===== config.mk =====
export PLATFORM = sky130hd
export DESIGN_NAME = mem_arbiter
export DESIGN_NICKNAME = d
export VERILOG_FILES = /design/src/rtl/mem_arb_pkg.sv /design/src/rtl/arb_pick.sv /design/src/rtl/mem_arbiter.sv
export SDC_FILE = /design/constraint.sdc
export NUM_CORES = 1
export LEC_CHECK = 0
export BUFFER_PORTS_ARGS = -buffer_cell sky130_fd_sc_hd__buf_2
export CAP_MARGIN = 20
export CELL_PAD_IN_SITES_DETAIL_PLACEMENT = 1
export CELL_PAD_IN_SITES_GLOBAL_PLACEMENT = 1
export CORE_AREA = 2 2 107 109
export DETAILED_ROUTE_END_ITERATION = 8
export DIE_AREA = 0 0 109 111
export PLACE_DENSITY_LB_ADDON = 0.12
export SKIP_CTS_REPAIR_TIMING = 1
export SYNTH_ARGS = -nofsm -noshare
export SYNTH_HDL_FRONTEND = slang
export SYNTH_HIERARCHICAL = 1
export SYNTH_SLANG_ARGS = --single-unit

===== constraint.sdc =====
create_clock -name i_clk -period 1.87 [get_ports i_clk]
set_input_delay 0.0935 -clock i_clk [delete_from_list [all_inputs] [get_ports i_clk]]
set_output_delay 0.0935 -clock i_clk [all_outputs]
set_load 0.01 [all_outputs]

===== src/rtl/mem_arb_pkg.sv =====
// Shared types for the N-channel memory-port arbiter.
package mem_arb_pkg;
  typedef enum logic {IDLE = 1'b0, OWN = 1'b1} arb_state_e;
  localparam int ARB_FIXED = 0;
  localparam int ARB_RR    = 1;
endpackage


===== src/rtl/arb_pick.sv =====
// Combinational winner selection: fixed priority from index 0, or rotating from rr_ptr.
module arb_pick #(
  parameter int N_CH = 2,
  parameter int IW   = $clog2(N_CH)
) (
  input  logic [N_CH-1:0] req,
  input  logic [IW-1:0]   rr_ptr,
  input  logic            mode,
  output logic [N_CH-1:0] winner,
  output logic [IW-1:0]   winner_idx
);
  int   base, k;
  logic found;

  always_comb begin
    winner     = '0;
    winner_idx = '0;
    found      = 1'b0;
    k          = 0;
    base       = mode ? int'(rr_ptr) : 0;
    for (int i = 0; i < N_CH; i++) begin
      k = (base + i) % N_CH;
      if (!found && req[IW'(k)]) begin
        winner[IW'(k)] = 1'b1;
        winner_idx     = IW'(k);
        found          = 1'b1;
      end
    end
  end
endmodule


===== src/rtl/mem_arbiter.sv =====
// N-channel memory-port arbiter: one owner at a time, lockable bursts, optional watchdog.
module mem_arbiter
  import mem_arb_pkg::*;
#(
  parameter int N_CH       = 2,
  parameter int ADDR_WIDTH = 32,
  parameter int DATA_WIDTH = 32,
  parameter int ARB_MODE   = ARB_FIXED,
  parameter int TIMEOUT    = 0
) (
  input  logic                         i_clk,
  input  logic                         i_rst_n,
  input  logic [N_CH*ADDR_WIDTH-1:0]   i_ch_addr,
  input  logic [N_CH*DATA_WIDTH-1:0]   i_ch_data,
  input  logic [N_CH-1:0]              i_ch_wr_valid,
  output logic [N_CH-1:0]              o_ch_wr_ready,
  input  logic [N_CH-1:0]              i_ch_rd_ready,
  output logic [N_CH-1:0]              o_ch_rd_valid,
  output logic [DATA_WIDTH-1:0]        o_ch_data,
  input  logic [N_CH-1:0]              i_ch_lock,
  output logic [N_CH-1:0]              o_grant,
  output logic                         o_timeout,
  output logic [ADDR_WIDTH-1:0]        o_addr,
  output logic [DATA_WIDTH-1:0]        o_data,
  output logic                         o_wr_valid,
  input  logic                         i_wr_ready,
  input  logic [DATA_WIDTH-1:0]        i_data,
  input  logic                         i_rd_valid,
  output logic                         o_rd_ready
);
  localparam int IW = $clog2(N_CH);
  localparam int CW = (TIMEOUT > 0) ? $clog2(TIMEOUT + 1) : 1;

  arb_state_e state, state_nx;
  logic [N_CH-1:0] req, pick, grant_nx;
  logic [IW-1:0]   pick_idx, gidx, gidx_nx, rr_ptr, rr_nx;
  logic [CW-1:0]   cnt, cnt_nx;
  logic            own, cmpl, wd_hit, rel;
  logic [N_CH-1:0][ADDR_WIDTH-1:0] addr_v;
  logic [N_CH-1:0][DATA_WIDTH-1:0] data_v;

  assign req    = i_ch_wr_valid | i_ch_rd_ready;
  assign own    = (state == OWN);
  assign addr_v = i_ch_addr;
  assign data_v = i_ch_data;

  arb_pick #(.N_CH(N_CH), .IW(IW)) u_pick (
    .req(req), .rr_ptr(rr_ptr), .mode(ARB_MODE == ARB_RR),
    .winner(pick), .winner_idx(pick_idx)
  );

  // Channel <-> memory muxing is purely combinational on the registered owner.
  always_comb begin
    o_addr        = '0;
    o_data        = '0;
    o_wr_valid    = 1'b0;
    o_rd_ready    = 1'b0;
    o_ch_wr_ready = '0;
    o_ch_rd_valid = '0;
    o_ch_data     = '0;
    if (own) begin
      o_addr              = addr_v[gidx];
      o_data              = data_v[gidx];
      o_wr_valid          = i_ch_wr_valid[gidx];
      o_rd_ready          = !i_ch_wr_valid[gidx] && i_ch_rd_ready[gidx];
      o_ch_wr_ready[gidx] = i_wr_ready && o_wr_valid;
      o_ch_rd_valid[gidx] = i_rd_valid && o_rd_ready;
      o_ch_data           = i_data;
    end
  end

  assign cmpl      = (o_wr_valid && i_wr_ready) || (o_rd_ready && i_rd_valid);
  assign wd_hit    = own && (TIMEOUT > 0) && (cnt == CW'(TIMEOUT));
  assign o_timeout = wd_hit;
  assign rel       = own && (wd_hit || (!i_ch_lock[gidx] && (cmpl || !req[gidx])));

  always_comb begin
    state_nx = state;
    grant_nx = o_grant;
    gidx_nx  = gidx;
    rr_nx    = rr_ptr;
    cnt_nx   = '0;
    case (state)
      IDLE: if (|req) begin
        state_nx = OWN;
        grant_nx = pick;
        gidx_nx  = pick_idx;
      end
      OWN: begin
        if (!cmpl && cnt != CW'(TIMEOUT)) cnt_nx = cnt + 1'b1;
        if (rel) begin
          state_nx = IDLE;
          grant_nx = '0;
          cnt_nx   = '0;
          if (ARB_MODE == ARB_RR)
            rr_nx = (gidx == IW'(N_CH - 1)) ? '0 : gidx + 1'b1;
        end
      end
      default: state_nx = IDLE;
    endcase
  end

  always_ff @(posedge i_clk or negedge i_rst_n) begin
    if (!i_rst_n) begin
      state   <= IDLE;
      o_grant <= '0;
      gidx    <= '0;
      rr_ptr  <= '0;
      cnt     <= '0;
    end else begin
      state   <= state_nx;
      o_grant <= grant_nx;
      gidx    <= gidx_nx;
      rr_ptr  <= rr_nx;
      cnt     <= cnt_nx;
    end
  end
endmodule


### Word-level counts from Yosys, hierarchy flattened

Cells that the tools add are included.

| word-level totals | value |
|---|---|
| flip-flop bits (word level) | 3 |

| operators by class | value |
|---|---|
| eq/ne operators | 2 |
| multiplexer cells | 14 |
| bitwise operators | 2 |
| reductions and logical operators | 14 |

Operators with widths:

| kind | count |
|---|---|
| $mux 32 | 3 |
| $logic_and 1x1->1 | 7 |
| $mux 1 | 7 |
| $mux 2 | 2 |
| $pmux 2 s2 | 1 |
| $logic_not 1->1 | 3 |
| $logic_or 1x1->1 | 2 |
| $ne 2x1->1 const B | 1 |
| $ne 2x2->1 const B | 1 |
| $or 2x2->2 | 1 |
| $pmux 1 s2 | 1 |
| $reduce_and 2->1 | 1 |
| $reduce_or 2->1 | 1 |
| $not 1->1 | 1 |

### Longest topological paths before layout

| logic depth | value |
|---|---|
| word-level depth | 10 |
| mapped depth | 5 |
| depth with buffers taken out | 5 |

### Cells and area by module

The synthesis kept the hierarchy.

By module, submodules not included:

| module | instances | cells an instance | area an instance (um2) | seq. area each (um2) |
|---|---|---|---|---|
| mem_arbiter | 1 | 214 | 1462.7 | 100.1 |
| arb_pick | 1 | 4 | 28.8 | 0.0 |

### Least setup slack after synthesis

Ideal clock, no wire load.

| timing path | value |
|---|---|
| kind | register -> register |
| start | register gidx (netlist name) |
| end | register state (netlist: own) |
| library setup time | 0.132 ns |
| arrival | 1.181 ns |
| required time | 1.738 ns |
| slack | 0.557 ns |
| stages on the path, launching flop included | 5 |
| period minus slack after synthesis | 1.313 ns |
| path through | dfrtp_1 > or3b_1 > a21oi_1 > o311a_1 > a31oi_1 |

RTL lines:

| what | RTL line | source |
|---|---|---|
| end signal: assignment | mem_arbiter.sv:111 | `state <= state_nx;` |
| end: declaration | mem_arbiter.sv:34 | `arb_state_e state, state_nx;` |

==> flow_summary_export.csv <==
group,metric,value,unit
sta,max_slew_margin,64.48,%
place,gp_congestion,0.7031,
synthesis,syn-instance-count,217,
detailed_routing,top_layer,"met4",
critical_path,slowest_stage,"dfrtp_4",
grt,antenna_found_initial,0,
synthesis,synth_warnings,6,
die,die_width,109,um
pwr,ir_drop,0.0003519,V
detailed_routing,first_pass_iters,4,
outcome,outcome,"finished clean",
grt,grt_overflow,0,
critical_path,cp_cell_sequence,"buf_4, mux2i_1, nor2_1, buf_2",
die,die_h,111,um
grt,grt_pass1_vias,2469,
sta,drv_slew,0,
finish,final_nets,654,
synthesis,synth_area,1488,um2
finish,n_antenna_cell,0,
cts,cts.reportedPaths.clkPinSlew,0.03,ns
critical_path,worst_setup_path_start_kind,"flop",
place,dp.cells,621,
finish,final_common_cell,"buf_2",
detailed_routing,wl_per_cell,12.61,um
detailed_routing,viasPerCell,3.984,
finish,syn_to_final_growth,108.9,%
cts,clock_latency,0.23,ns
sta,hold_viol,0,
critical_path,max_stage_delay,0.47,ns
job,maxCapViolCount,0,
sta,fin_crit,1.745,ns
cts,cts.path.max_buffers,2,
grt,track_usage,11.60,%
critical_path,crit_buf_inv,2,
critical_path,cp_max_fo,31,
pwr,p_per_area,1004,nW/um2
die,die-area,12100,um2
detailed_routing,antenna_left,0,
sta,rsz0062_at_grt,"false",
cts,cts_sinks,4,
finish,drive_above_1_share,59.01,%
detailed_routing,routed-wl-met3,1119,um
place,numPortBuffers,273,
synthesis,avgSynthCellArea,6.856,um2
place,pre_cts_ws,0.3011,ns
sta,worst_clock_skew,0.002476,ns
place,dp_hpwl,6726,um
hold_path,hp-class,"in -> reg",
detailed_routing,wirelength,7891,um
cts,cts_max_level,1,
sta,finalSetupViolations,0,
sta,tns,0,ns
critical_path,cp_data_required_time,1.78,ns
finish,layout_common_cells,"273 x buf_2, 71 x nor2_1, 68 x mux2i_1",
pwr,design_power_total,3.119,mW
sta,fin_crit_sh,93.32,%
sta,finalWorstSetupSlack,0.1250,ns
sta,tightest_slew,0.5328,ns
detailed_routing,vias,2494,
grt,grt_max_degree,37,
cts,tritoncts,"done",
critical_path,crit_family,"buffers and inverters",
grt,grt_pass1_wl,11540,um
die,coreArea,11080,um2
die,start_util,13.43,%
cts,cts-root-buf,"clkbuf_16",
pwr,p_leak,1.773,nW
sta,maxClockFrequency,0.5731,GHz
cts,cts_made_buffers,3,
die,fp-row-count,39,
detailed_routing,wl_met2,4124,um
finish,nFillCells,1460,
detailed_routing,wl_met1,2596,um
finish,fin_cells,626,
detailed_routing,drt_iter0_drc,88,
critical_path,path_class,"reg -> out",
die,pin_count,275,
detailed_routing,drc,0,
critical_path,end_kind,"primary output",
critical_path,worstPathArrival,1.65,ns
## state kept, by name, indices dropped and copies added, names as in the netlist
name     cells
own          1
o_grant      2
gidx         1
## routing by layer
layer,GRT usage (%),vias up
met5,0,-
met3,3.527,4
met2,23.77,167
met1,11.06,1081
li1,-,1242
met4,1.709,0
## tightest hold or removal path: cells and delay by family
family	cells	cell delay [ns]
buf+inv	1	0.10
simple gates	1	0.06
compound gates	1	0.15
## path summary, 6_finish.rpt
path	startpoint	endpoint	slack, ns	cells after the start
setup / recovery	gidx	o_addr[20]	0.13	4
setup reg to reg	gidx	own	0.29	4
min in group asynchronous	i_rst_n	gidx	0.23	2
hold reg to reg	o_grant[1]	o_grant[1]	0.54	2
max in group asynchronous	i_rst_n	gidx	1.50	2
hold / removal	i_ch_rd_ready[1]	own	0.22	3
## metrics by stage
step | utilization, % | instance area, um2 | hold slack (ns)
6_report | 28.06 | 3108 | 0.2180
5_1_grt | 28.06 | 3108 | 0.2316
4_1_cts | 27.97 | 3098 | -0.3352
3_5_place_dp | 27.26 | 3019 | -0.09600
3_3_place_gp | 27.26 | 3019 | -0.09602
2_1_floorplan | - | 1503 | -0.2021
## area by class of cell
class / count / area [um2] / share of cell area [%]
timing repair buffer: 279 / 1451 / 46.70
sequential: 4 / 103.9 / 3.341
inverter: 2 / 7.507 / 0.2415
clock buffer: 4 / 78.83 / 2.536
multi-input combinational: 194 / 1287 / 41.42
tap: 143 / 178.9 / 5.757
## power breakdown
part           switching, mW  internal [mW]
Clock                 0.0649          0.282
Combinational           1.41           1.18
Sequential            0.0480          0.126
Total                   1.53           1.59
(Power assumes the default switching activity.)
